File: src/rtl/minmax_pkg.sv
// Shared defaults and state encoding for the minmax_seq frame min/max tracker.
package minmax_pkg;

   localparam int DATA_W_DEF = 6;
   localparam int CNT_W_DEF  = 8;

   localparam logic [2:0] ST_IDLE    = 3'd0;
   localparam logic [2:0] ST_WAIT    = 3'd1;
   localparam logic [2:0] ST_CMP_MAX = 3'd2;
   localparam logic [2:0] ST_CMP_MIN = 3'd3;
   localparam logic [2:0] ST_DONE    = 3'd4;

endpackage

File: src/rtl/minmax_seq_geq6.sv
// Fixed-width 6-bit signed a >= b comparator, shared by the max and min decisions.
module geq6 (
   input  logic signed [5:0] a_i,
   input  logic signed [5:0] b_i,
   output logic              ge_o
);

   assign ge_o = (a_i >= b_i);

endmodule

File: src/rtl/minmax_seq.sv
// Sequential signed min/max/count tracker over sample frames, one shared comparator.
// Define MINMAX_IDX_EN to add res_max_idx/res_min_idx position outputs.
module minmax_seq
   import minmax_pkg::*;
#(
   parameter int DATA_W = DATA_W_DEF,
   parameter int CNT_W  = CNT_W_DEF
) (
   input  logic                     clk,
   input  logic                     reset_n,
   input  logic                     in_valid,
   output logic                     in_ready,
   input  logic signed [DATA_W-1:0] in_data,
   input  logic                     in_last,
   output logic                     res_valid,
   input  logic                     res_ready,
   output logic signed [DATA_W-1:0] res_max,
   output logic signed [DATA_W-1:0] res_min,
   output logic [CNT_W-1:0]         res_count,
   output logic                     res_sat
`ifdef MINMAX_IDX_EN
   ,
   output logic [CNT_W-1:0]         res_max_idx,
   output logic [CNT_W-1:0]         res_min_idx
`endif
);

   localparam logic [CNT_W-1:0] CNT_MAX = '1;

   logic [2:0]               state_q, state_d;
   logic signed [DATA_W-1:0] max_q, max_d, min_q, min_d, smp_q, smp_d;
   logic [CNT_W-1:0]         count_q, count_d;
   logic                     sat_q, sat_d, last_q, last_d;
   logic signed [DATA_W-1:0] cmp_a, cmp_b;
   logic                     ge;
   logic                     accept;
`ifdef MINMAX_IDX_EN
   logic [CNT_W-1:0]         max_idx_q, max_idx_d, min_idx_q, min_idx_d, smp_idx_q, smp_idx_d;
   logic                     frz_q, frz_d;
`endif

   assign in_ready  = (state_q == ST_IDLE) || (state_q == ST_WAIT);
   assign res_valid = (state_q == ST_DONE);
   assign accept    = in_valid && in_ready;

   // Operand order flips between phases so a single ">=" serves both updates.
   always_comb begin
      cmp_a = smp_q;
      cmp_b = max_q;
      if (state_q == ST_CMP_MIN) begin
         cmp_a = min_q;
         cmp_b = smp_q;
      end
   end

   geq6 u_geq6 (
      .a_i  (cmp_a),
      .b_i  (cmp_b),
      .ge_o (ge)
   );

   always_comb begin
      state_d = state_q;
      max_d   = max_q;
      min_d   = min_q;
      smp_d   = smp_q;
      count_d = count_q;
      sat_d   = sat_q;
      last_d  = last_q;
`ifdef MINMAX_IDX_EN
      max_idx_d = max_idx_q;
      min_idx_d = min_idx_q;
      smp_idx_d = smp_idx_q;
      frz_d     = frz_q;
`endif
      case (state_q)
         ST_IDLE: if (accept) begin
            max_d   = in_data;
            min_d   = in_data;
            count_d = CNT_W'(1);
            sat_d   = 1'b0;
            last_d  = in_last;
            state_d = in_last ? ST_DONE : ST_WAIT;
`ifdef MINMAX_IDX_EN
            max_idx_d = '0;
            min_idx_d = '0;
            frz_d     = 1'b0;
`endif
         end
         ST_WAIT: if (accept) begin
            smp_d  = in_data;
            last_d = in_last;
            if (count_q == CNT_MAX) sat_d = 1'b1;
            else count_d = count_q + CNT_W'(1);
`ifdef MINMAX_IDX_EN
            // Position no longer representable once the counter is pinned.
            smp_idx_d = count_q;
            frz_d     = frz_q || (count_q == CNT_MAX);
`endif
            state_d = ST_CMP_MAX;
         end
         ST_CMP_MAX: begin
            if (ge) begin
               max_d = smp_q;
`ifdef MINMAX_IDX_EN
               if (!frz_q) max_idx_d = smp_idx_q;
`endif
            end
            state_d = ST_CMP_MIN;
         end
         ST_CMP_MIN: begin
            if (ge) begin
               min_d = smp_q;
`ifdef MINMAX_IDX_EN
               if (!frz_q) min_idx_d = smp_idx_q;
`endif
            end
            state_d = last_q ? ST_DONE : ST_WAIT;
         end
         ST_DONE: if (res_ready) state_d = ST_IDLE;
         default: state_d = ST_IDLE;
      endcase
   end

   always_ff @(posedge clk or negedge reset_n) begin
      if (!reset_n) begin
         state_q <= ST_IDLE;
         max_q   <= '0;
         min_q   <= '0;
         smp_q   <= '0;
         count_q <= '0;
         sat_q   <= 1'b0;
         last_q  <= 1'b0;
`ifdef MINMAX_IDX_EN
         max_idx_q <= '0;
         min_idx_q <= '0;
         smp_idx_q <= '0;
         frz_q     <= 1'b0;
`endif
      end else begin
         state_q <= state_d;
         max_q   <= max_d;
         min_q   <= min_d;
         smp_q   <= smp_d;
         count_q <= count_d;
         sat_q   <= sat_d;
         last_q  <= last_d;
`ifdef MINMAX_IDX_EN
         max_idx_q <= max_idx_d;
         min_idx_q <= min_idx_d;
         smp_idx_q <= smp_idx_d;
         frz_q     <= frz_d;
`endif
      end
   end

   assign res_max   = max_q;
   assign res_min   = min_q;
   assign res_count = count_q;
   assign res_sat   = sat_q;
`ifdef MINMAX_IDX_EN
   assign res_max_idx = max_idx_q;
   assign res_min_idx = min_idx_q;
`endif

endmodule

File: config.mk
export PLATFORM = sky130hd
export DESIGN_NAME = minmax_seq
export DESIGN_NICKNAME = d
export VERILOG_FILES = /design/src/rtl/minmax_pkg.sv /design/src/rtl/minmax_seq_geq6.sv /design/src/rtl/minmax_seq.sv
export SDC_FILE = /design/constraint.sdc
export NUM_CORES = 1
export LEC_CHECK = 0
export ABC_AREA = 0
export CORE_MARGIN = 2
export CORE_UTILIZATION = 57
export CTS_BUF_LIST = sky130_fd_sc_hd__clkbuf_8
export DETAILED_ROUTE_END_ITERATION = 16
export PLACE_DENSITY = 0.87
export SETUP_SLACK_MARGIN = 0.05
export SLEW_MARGIN = 20
export SYNTH_ARGS = -nofsm -noshare
export SYNTH_HDL_FRONTEND = slang
export SYNTH_SLANG_ARGS = --single-unit
File: constraint.sdc
create_clock -name clk -period 4.9 [get_ports clk]
set_clock_uncertainty 0.2 [all_clocks]
set_input_delay 0.49 -clock clk [delete_from_list [all_inputs] [get_ports clk]]
set_output_delay 0.49 -clock clk [all_outputs]
set_load 0.02 [all_outputs]
== Yosys cells after proc, flatten, opt, wreduce, memory -nomap -nowiden ==
Index checks and enable logic that the tools add are counted.

* Bits in registers: 31
* Output and inout bits: 23
* Input bits: 11
* Logic and storage cells: 55

* Equal/unequal tests: 12
* Multiplexer cells: 20
* Magnitude comparators: 1
* Reductions and logical operators: 14
* Add/sub/neg operators: 1

{| class="wikitable"
|+ Operators with widths
! operator !! count
|-
| two-way mux 6 bit || 4
|-
| two-way mux 8 bit || 3
|-
| one-hot mux 6 bit (2 select lines) || 2
|-
| one-hot mux 8 bit (2 select lines) || 1
|-
| two-way mux 3 bit || 5
|-
| one-hot mux 3 bit (5 select lines) || 1
|-
| inequality test 2 bit, second input constant || 5
|-
| AND reduction 3 bit || 3
|-
| adder 8 x 1 -> 8 bit, second input constant || 1
|-
| equality test 8 bit, second input constant || 1
|-
| AND reduction 4 bit || 2
|-
| equality test 3 x 2 -> 1 bit, second input constant || 2
|-
| >= comparator 6 bit || 1
|-
| nonzero test 2 bit || 3
|-
| inequality test 2 x 1 -> 1 bit, second input constant || 2
|-
| AND reduction 2 bit || 2
|-
| equality test 3 x 1 -> 1 bit, second input constant || 1
|-
| equality test 3 bit, second input constant || 1
|-
| zero test 3 bit || 1
|-
| two-way mux 1 bit || 3
|-
| one-hot mux 1 bit (2 select lines) || 1
|-
| OR reduction 2 bit || 1
|-
| logical AND 1 bit || 1
|-
| logical OR 1 bit || 1
|}

== Logic depth before layout (Yosys ltp) ==
Gate-level depths: netlist of run 1.

* Depth in word-level cells: 5
* Mapped depth: 12
* Depth with buffers taken out: 9

== Modules after synthesis ==
Synthesis of run 1 repeated with hierarchy kept, for this count alone.

* Cells, all modules: 182
* Area, all modules: 1965.6 sq um

{| class="wikitable"
|+ By module, submodules not included
! module !! cells an instance !! area each (sq um) !! sequential area each (sq um) !! times used
|-
| minmax_seq || 162 || 1814.2 || 775.7 || 1
|-
| geq6 || 20 || 151.4 || 0.0 || 1
|}

== Worst setup path before layout of run 1 ==
OpenSTA, ideal clock, no wires.

* Kind: register -> register
* Start point: reg state_q[1]
* End point: reg max_q[0] (netlist: res_max[0])
* Cell stages (with the launch flop): 13
* Slack: 1698 ps
* Data required time: 4577 ps
* Library setup time: 123 ps
* Path buffers: 3
* Arrival: 2879 ps
* Clock period less this slack: 3202 ps
* Cell sequence: dfrtp_1 > buf_4 > and2_1 > nand2b_1 > buf_2 > mux2_2 > ha_1 > nor2b_4 > a311oi_2 > a211oi_2 > or3_1 > buf_2 > o221a_1

* Cells in the longest elaborated chain, start to end: 5
* Elaborated cells between the ends (all ways): 14
* Those cells by class: order compare: 1; eq/ne: 5; mux: 3; reduce/logical: 5

{| class="wikitable"
|+ Ends and longest elaborated chain
! element !! RTL line !! text
|-
| start: declaration || minmax_seq.sv:30 || <nowiki>logic [2:0] state_q, state_d;</nowiki>
|-
| start signal: assignment || minmax_seq.sv:141 || <nowiki>state_q <= state_d;</nowiki>
|-
| equality test 3 x 2 -> 1 bit, or another cell as far along || minmax_seq.sv:50 || <nowiki>if (state_q == ST_CMP_MIN) begin</nowiki>
|-
| two-way mux 6 bit or logical OR 1 bit (tied branches) || minmax_seq.sv:50, minmax_seq.sv:42 ||
|-
| >= comparator 6 bit or logical AND 1 bit (tied branches) || minmax_seq_geq6.sv:8, minmax_seq.sv:44 ||
|-
| inequality test 2 bit (no line) || - ||
|-
| AND reduction 3 bit (no line) || - ||
|-
| end signal: assignment || minmax_seq.sv:142 || <nowiki>max_q <= max_d;</nowiki>
|-
| end: declaration || minmax_seq.sv:31 || <nowiki>logic signed [DATA_W-1:0] max_q, max_d, min_q, min_d, smp_q, smp_d;</nowiki>
|}

Several ways; a longest one is shown, not always the timed one.
A chain may end at the register's enable or synchronous reset.

== Final worst setup path of run 1 ==
* Start point: reg state_q[0]
* End point: reg max_q[3] (netlist: res_max[3])

Same word-level chain as after synthesis.

==> impl_metrics.env, run 1 <==
export IMPL_post_dp_hpwl_mm=2.83
export IMPL_synth_area_mux_share=0.130
export IMPL_worst_pin_slew_ps=909
export IMPL_yosysSeqAreaShare=0.441
export IMPL_setup_violations=0
export IMPL_crit_path_end_kind="flip-flop"
export IMPL_io_pins=34
export IMPL_drive_above_1_share=0.190
export IMPL_worstSetupPathType="flip-flop to flip-flop"
export IMPL_final_cells=228
export IMPL_nNetsFinal=212
export IMPL_fin_crit_sh=0.749
export IMPL_drt_pass1_iterations=4
export IMPL_synth_compound_area_frac=0.190
export IMPL_overflow=0
export IMPL_synth_simple_area_share=0.157
export IMPL_fin_ws_ps=1230
export IMPL_first_global_vias=1381
export IMPL_syn_num_nets=179
export IMPL_grt_use_total=0.249
export IMPL_hp_class="flip-flop to flip-flop"
export IMPL_pwr_share_clk=0.136
export IMPL_p_switching_uw=652
export IMPL_final_common_cell="clkdlybuf4s50_1"
export IMPL_yosys_warnings=0
export IMPL_cts_resized=0
export IMPL_cp_arrival_ps=3640
export IMPL_synth_area_um2=1760
export IMPL_fin_setup_tns_ps=0
export IMPL_leakagePower_nw=0.928
export IMPL_drc_errors=0
export IMPL_rsz0062_at_grt="no"
export IMPL_final_max_slew_viol_count=0
export IMPL_placedCellCount=220
export IMPL_min_period_ps=3670
export IMPL_cts_sinks=31
export IMPL_antenna_cells=0
export IMPL_path_clk_slew_ps=60
export IMPL_synth_cell_types=36
export IMPL_hold_violations=0
export IMPL_start_util=0.585
export IMPL_synth_top_family_by_area="compound AO/OA/AOI/OAI gates"
export IMPL_hold_start="res_sat"
export IMPL_synth_avg_cell_area_um2=10.9
export IMPL_grt_pass1_wl_mm=6.42
export IMPL_maxSlewHeadroom=0.391
export IMPL_pwr_share_comb=0.540
export IMPL_synth_xor_xnor_area_share=0
export IMPL_wl_per_cell_um=17.1
export IMPL_cp_data_required_time_ps=4870
export IMPL_n_fill_cell=228
export IMPL_drtIter0Drc=56
export IMPL_status="finished clean"
export IMPL_seqPwrFrac=0.324
export IMPL_whs_path_depth=2
export IMPL_place_ws_ps=1240
export IMPL_clockBufferDepth=2
export IMPL_wirelength_mm=3.91
export IMPL_synthAdderAreaFrac=0.0498
export IMPL_hold_path_end="res_sat"
export IMPL_cts_setup_buffers=0
export IMPL_rows=20
export IMPL_cp_start_kind="flip-flop"
export IMPL_ir_worst_vdd_uv=316
export IMPL_cts_root_buf="clkbuf_8"
export IMPL_cts_max_level=2
export IMPL_dieArea_um2=3540
export IMPL_grt_max_degree=32
export IMPL_maxCapViolCount=0
export IMPL_netlist_instances=161
export IMPL_power_internal_uw=941
export IMPL_p_sw_frac=0.409
export IMPL_port_buffers=33
export IMPL_antenna_found_initial=0
export IMPL_final_cell_mix="clkdlybuf4s50_1, dfrtp_1, nand2_1, mux2_2, nor2_1"
export IMPL_cts_tree="yes"
export IMPL_rrSetupSlack_ps=1230
export IMPL_reg2reg_depth=9
export IMPL_synth_seq_cells=31
export IMPL_power_density_nw_per_um2=726
export IMPL_path_max_fanout=15
export IMPL_via_count=1397
export IMPL_syn_to_final_growth_pct=24.9
export IMPL_numCtsBuffers=5
export IMPL_viasPerCell=6.13
export IMPL_gp_congestion=0.872
export IMPL_holdBufCountCts=0
export IMPL_r2r_end="res_max[3]"
export IMPL_dieHeight_um=59.5
export IMPL_die_x_um=59.5
export IMPL_fmax_ghz=0.272
export IMPL_route_antenna_remaining_nets=0
export IMPL_reg2reg_from="state_q[0]"
export IMPL_core_um2=3000
export IMPL_worstSkewPairLatency_ps=290
[final cells by class]
type	count	area, µm²	area share
Clock inverter	1	3.75	0.00171
Clock buffer	7	96.3	0.0439
Sequential cell	31	776	0.353
Tap cell	33	41.3	0.0188
Multi-Input combinational cell	118	926	0.422
Timing Repair Buffer	34	338	0.154
Inverter	4	15.0	0.00684
[synth_stat cells]
cell type,instances,area [µm²]
or2b_1,3,22.5
buf_2,6,30.0
nor3_1,4,20.0
a21oi_1,7,35.0
nand2_1,16,60.1
o221ai_1,2,17.5
mux2_2,14,158
o221a_2,6,67.6
or3_1,1,6.26
buf_4,1,7.51
a211o_1,1,8.76
ha_1,7,87.6
nor2b_4,1,13.8
o21a_1,1,7.51
dfrtp_1,31,776
o21ai_0,5,25.0
nor2_1,8,30.0
nand3b_1,3,22.5
nor3b_1,1,7.51
or2_2,2,12.5
a22oi_1,1,7.51
inv_1,4,15.0
o32ai_1,1,8.76
clkbuf_1,1,3.75
a211oi_2,2,25.0
a21o_1,2,15.0
nand2b_1,6,37.5
and2_1,1,6.26
a22o_1,1,8.76
a311oi_2,1,15.0
o221a_1,6,67.6
and3_1,2,12.5
o31ai_2,2,25.0
nand3_1,3,15.0
and4_2,1,10.0
mux2i_1,7,70.1
[power groups by stage]
stage	Combinational, mW	Clock (mW)	Sequential (mW)
floorplan	0.547	0	0.545
global placement	0.829	0	0.503
detailed placement	0.865	0	0.513
CTS	0.868	0.222	0.511
global route	0.940	0.232	0.534
finish	0.860	0.217	0.516
[worst max-delay path, cell delays in order, from the launching register on]
cell and delay, ps:
dfrtp_1 540, and2_1 300, nand2b_1 480, mux2_2 410
ha_1 350, nor2b_4 150, a311oi_2 260, a211oi_2 110
or3_1 460, o221a_1 300
[flip-flops by register name, indices dropped and copies added, names as in the netlist]
signal / cells
smp_q: 6
res_max: 6
res_sat: 1
state_q: 3
last_q: 1
res_min: 6
res_count: 8
[layer usage]
layer / track usage / vias up / share of wire / wire, µm
li1: - / 669 / - / -
met5: 0 / - / 0 / 0
met3: 0.0721 / 8 / 0.039 / 153
met4: 0.124 / 0 / 0.019 / 74
met2: 0.388 / 28 / 0.51 / 2000
met1: 0.317 / 692 / 0.43 / 1680
[how the worst max path moves through the flow]
| stage | from | end | slack [ps] | cells after the start |
|---|---|---|---|---|
| after floorplan | state_q[1] | res_max[0] | 1700 | 12 |
| after global placement | state_q[0] | res_max[3] | 1380 | 9 |
| after detailed placement | state_q[0] | res_max[3] | 1240 | 9 |
| after CTS | state_q[0] | res_max[3] | 1230 | 9 |
| after global routing | state_q[0] | res_max[2] | 1070 | 9 |
| final | state_q[0] | res_max[3] | 1230 | 9 |
[kinds of logic (layout without fill, tap and decap cells)]
logic type | Yosys count | count (layout)
AND/OR/NAND/NOR | 52 | 52
flip-flops | 31 | 31
AO/OA/AOI/OAI | 38 | 38
adder cells (fa/ha/maj) | 7 | 7
multiplexers | 21 | 21
buffers and inverters | 12 | 46
[through the flow]
step / total power [mW] / instance area (µm²) / hold slack [ps] / utilization
finish: 1.59 / 2200 / 348 / 0.731
global route: 1.71 / 2200 / 394 / 0.731
CTS: 1.60 / 2200 / 352 / 0.731
detailed placement: 1.38 / 2100 / 327 / 0.698
global placement: 1.33 / 2100 / 306 / 0.698
floorplan: 1.09 / 1760 / -5.59 / -
No activity file was read; power rests on OpenSTA's default activity.
==> run 2: changes to the inputs <==
- CORE_UTILIZATION: 57 -> 53
- PLACE_DENSITY: 0.87 -> 0.81
- clock period: 4.9 -> 3.6 ns (I/O delays scaled with it)
==> impl_metrics.env, run 2 (synthesized netlist as in run 1, its figures left out) <==
export IMPL_met3_length_um=232
export IMPL_fin_crit_sh=0.918
export IMPL_pwr_share_clk=0.125
export IMPL_die_x_um=61.6
export IMPL_dpl_cell_area_um2=2130
export IMPL_overflow=0
export IMPL_hp_class="input pin to async pin"
export IMPL_grt_use_total=0.227
export IMPL_largest_reg_flops=8
export IMPL_cts_sinks=31
export IMPL_start_util=0.567
export IMPL_rows=20
export IMPL_syn_to_final_growth_pct=26.9
export IMPL_rrSetupSlack_ps=290
export IMPL_wl_per_cell_um=15.8
export IMPL_hold_violations=0
export IMPL_cts_tree="yes"
export IMPL_status="finished clean"
export IMPL_path_max_fanout=10
export IMPL_worstSkewPairLatency_ps=290
export IMPL_via_count=1376
export IMPL_fin_setup_tns_ps=0
export IMPL_top_layer="met4"
export IMPL_port_buffers=33
export IMPL_cp_arrival_ps=3270
export IMPL_rsz0062_at_grt="no"
export IMPL_dieHeight_um=61.6
export IMPL_min_period_ps=3310
export IMPL_post_dp_hpwl_mm=2.68
export IMPL_maxSlewHeadroom=0.376
export IMPL_nNetsFinal=215
export IMPL_ir_worst_vdd_uv=526
export IMPL_clockBufferDepth=2
export IMPL_drive_above_1_share=0.208
export IMPL_power_density_nw_per_um2=972
export IMPL_final_area_um2=2230
export IMPL_pwr_share_comb=0.561
export IMPL_dieArea_um2=3790
export IMPL_worstSetupPathType="flip-flop to flip-flop"
export IMPL_seqPwrFrac=0.314
export IMPL_final_max_slew_viol_count=0
export IMPL_leakagePower_nw=0.935
export IMPL_final_cell_mix="clkdlybuf4s50_1, dfrtp_1, nand2_1, mux2_2, nor2_1"
export IMPL_grt_max_degree=32
export IMPL_cts_max_level=2
export IMPL_reg2reg_depth=10
export IMPL_route_met2_wl_mm=1.82
export IMPL_cp_start_kind="flip-flop"
export IMPL_path_clk_slew_ps=60
export IMPL_gp_congestion=0.830
export IMPL_final_common_cell="clkdlybuf4s50_1"
export IMPL_fin_hold_ws_ps=262
export IMPL_core_um2=3100
export IMPL_holdBufCountCts=0
export IMPL_setup_violations=0
export IMPL_r2r_end="res_max[3]"
export IMPL_wirelength_mm=3.81
export IMPL_cts_resized=0
export IMPL_p_sw_frac=0.410
export IMPL_drt_met1_wl_mm=1.72
export IMPL_drtIter0Drc=52
export IMPL_maxCapViolCount=0
export IMPL_p_switching_uw=889
export IMPL_worst_pin_slew_ps=931
export IMPL_cts_root_buf="clkbuf_8"
export IMPL_crit_path_end_kind="flip-flop"
export IMPL_first_global_vias=1329
export IMPL_power_internal_mw=1.28
export IMPL_cp_data_required_time_ps=3560
export IMPL_numCtsBuffers=5
export IMPL_drt_pass1_iterations=4
export IMPL_cts_setup_buffers=0
export IMPL_drc_errors=0
export IMPL_io_pins=34
export IMPL_viasPerCell=5.71
export IMPL_reg2reg_from="state_q[1]"
export IMPL_antenna_cells=0
export IMPL_fmax_ghz=0.302
export IMPL_antenna_found_initial=0
export IMPL_grt_pass1_wl_mm=6.11
export IMPL_route_antenna_remaining_nets=0
[run 2: layer usage]
layer,GRT usage,vias to the layer above
met2,0.353,45
met5,0,-
met3,0.0609,4
li1,-,671
met1,0.287,656
met4,0.122,0
[run 2: power groups by stage]
stage	logic [mW]	registers (mW)	clock network [mW]
6_report	1.22	0.682	0.270
5_1_grt	1.34	0.708	0.293
4_1_cts	1.20	0.678	0.277
3_5_place_dp	1.20	0.682	0
3_3_place_gp	1.17	0.670	0
2_1_floorplan	0.745	0.742	0
[run 2: area by class of cell]
| class | instances | area (µm²) |
|---|---|---|
| Clock buffer | 6 | 82.6 |
| Clock inverter | 1 | 5.00 |
| Fill cell | 254 | 872 |
| Inverter | 4 | 15.0 |
| Multi-Input combinational cell | 118 | 937 |
| Sequential cell | 31 | 776 |
| Tap cell | 44 | 55.1 |
| Timing Repair Buffer | 37 | 360 |
[run 2: per-stage QoR]
step            util  instances  worst slack (ps)  power, mW
4_1_cts        0.715        241               197       2.16
3_5_place_dp   0.687        234               219       1.88
5_1_grt        0.719        241               152       2.34
2_1_floorplan      -        161               398       1.49
3_3_place_gp   0.687        234               320       1.84
6_report       0.719        241               294       2.17
[run 2: worst max path at each step]
| stage | from | to | depth (start not counted) |
|---|---|---|---|
| floorplan | state_q[1] | res_max[1] | 12 |
| global placement | state_q[1] | res_max[3] | 10 |
| detailed placement | state_q[1] | res_max[0] | 10 |
| CTS | state_q[1] | res_max[2] | 10 |
| global route | state_q[1] | res_min[0] | 10 |
| finish | state_q[1] | res_max[3] | 10 |
[run 2: worst max-delay path, cell delays in order (launching register included)]
cell	delay [ps]
dfrtp_1	480
and2_1	250
nand2b_2	190
buf_4	200
mux2_2	340
ha_1	330
nor2b_4	50
a311oi_2	270
a211oi_2	120
or3_1	470
o221a_1	300
==> run 3: changes to the inputs <==
- CORE_UTILIZATION: 53 -> 44
- PLACE_DENSITY: 0.81 -> 0.7
- SKIP_LAST_GASP: not set -> 1
==> impl_metrics.env, run 3 (synthesized netlist as in run 1, its figures left out) <==
export IMPL_status="finished clean"
export IMPL_via_count=1407
export IMPL_cp_data_required_time_ps=3620
export IMPL_post_dp_hpwl_mm=2.86
export IMPL_drc_errors=0
export IMPL_wl_per_cell_um=16.2
export IMPL_final_common_cell="clkdlybuf4s50_1"
export IMPL_grt_pass1_wl_mm=6.76
export IMPL_rows=22
export IMPL_cp_slowest_stage_delay_ps=540
export IMPL_antenna_found_initial=0
export IMPL_cts_tree="yes"
export IMPL_fin_setup_tns_ps=0
export IMPL_hp_class="input pin to async pin"
export IMPL_utilization=0.595
export IMPL_power_density_nw_per_um2=970
export IMPL_port_buffers=33
export IMPL_ir_worst_vdd_uv=431
export IMPL_leakagePower_nw=0.941
export IMPL_dieArea_um2=4520
export IMPL_place_ws_ps=404
export IMPL_worst_path_max_delay_cell="o31ai_2"
export IMPL_min_period_ps=3230
export IMPL_wirelength_mm=4.01
export IMPL_nNetsFinal=216
export IMPL_cts_sinks=31
export IMPL_path_max_fanout=10
export IMPL_overflow=0
export IMPL_worstSetupPathType="flip-flop to flip-flop"
export IMPL_final_max_slew_viol_count=0
export IMPL_numCtsBuffers=5
export IMPL_path_buf_inv=1
export IMPL_path_delay_family="compound AO/OA/AOI/OAI gates"
export IMPL_dieHeight_um=67.2
export IMPL_route_antenna_remaining_nets=0
export IMPL_worst_pin_slew_ps=977
export IMPL_die_x_um=67.2
export IMPL_viasPerCell=5.70
export IMPL_cts_max_level=2
export IMPL_cp_start_kind="flip-flop"
export IMPL_drtIter0Drc=106
export IMPL_maxCapViolCount=0
export IMPL_cts_resized=0
export IMPL_antenna_cells=0
export IMPL_maxSlewHeadroom=0.345
export IMPL_holdBufCountCts=0
export IMPL_gp_congestion=0.861
export IMPL_largest_reg_flops=8
export IMPL_grt_use_total=0.204
export IMPL_io_pins=34
export IMPL_fin_ws_ps=374
export IMPL_setup_violations=0
export IMPL_path_cells="and2_1 > nand2b_1 > buf_4 > mux2_2 > ha_1 > nor2b_4 > a311oi_2 > a211oi_2 > o31ai_2 > o221a_1"
export IMPL_fmax_ghz=0.310
export IMPL_start_util=0.470
export IMPL_finalPower_mw=2.16
export IMPL_grt_max_degree=32
export IMPL_rsz0062_at_grt="no"
export IMPL_fin_crit_sh=0.896
export IMPL_final_cell_mix="clkdlybuf4s50_1, dfrtp_1, nand2_1, mux2_2, nor2_1"
export IMPL_cts_root_buf="clkbuf_8"
export IMPL_clockBufferDepth=2
export IMPL_core_um2=3740
export IMPL_first_global_vias=1359
export IMPL_drive_above_1_share=0.201
export IMPL_syn_to_final_growth_pct=26.6
export IMPL_dpl_cell_area_um2=2140
export IMPL_path_clk_slew_ps=70
export IMPL_hold_violations=0
export IMPL_crit_path_end_kind="flip-flop"
export IMPL_worstSkewPairLatency_ps=280
export IMPL_cts_setup_buffers=0
export IMPL_cp_arrival_ps=3250
export IMPL_final_area_um2=2230
export IMPL_drt_pass1_iterations=4
[run 3: cell count changes in the layout (fill, tap and decap cells not counted)]
| cell | previous run | this run |
|---|---|---|
| o31ai_2 | 1 | 2 |
| o31ai_4 | 1 | 0 |
| buf_4 | 4 | 5 |
| clkbuf_8 | 6 | 5 |
| inv_1 | 4 | 6 |
| nand2b_2 | 1 | 0 |
| nand2b_1 | 5 | 6 |
[run 3: area by class of cell]
type,count,area [µm²]
fillers,334,1520
multi-input cells,118,926
flip-flops and latches,31,776
repair buffers,38,368
clock buffers,5,68.8
well taps,48,60.1
inverters,4,15.0
clock inverters,3,12.5
[run 3: layer usage]
| layer | vias to the layer above | global-route usage | wire, µm |
|---|---|---|---|
| met5 | - | 0 | 0 |
| li1 | 676 | - | - |
| met3 | 7 | 0.0583 | 239 |
| met4 | 0 | 0.0816 | 67 |
| met2 | 47 | 0.312 | 1850 |
| met1 | 677 | 0.273 | 1850 |
[run 3: worst paths after layout]
path / start / to / slack (ps) / cells after the start
worst max-delay path: state_q[1] / res_max[2] / 370 / 10
worst min-delay path: reset_n / res_count[2] / 270 / 2
worst max register to register: state_q[1] / res_max[2] / 370 / 10
worst min register to register: res_sat / res_sat / 310 / 2
max in group asynchronous: reset_n / last_q / 2630 / 2
min in group clk: res_sat / res_sat / 310 / 2
[run 3: through the flow]
step | hold WS, ps | std cells
3_5_place_dp | 306 | 239
6_report | 270 | 247
5_1_grt | 303 | 247
3_3_place_gp | 290 | 239
2_1_floorplan | -136 | 161
4_1_cts | 292 | 247
[run 3: report_power, final]
| group | internal, mW | switching, mW | leakage [nW] |
|---|---|---|---|
| Sequential | 0.504 | 0.176 | 0.371 |
| Clock | 0.130 | 0.129 | 0.0505 |
| Combinational | 0.627 | 0.592 | 0.520 |
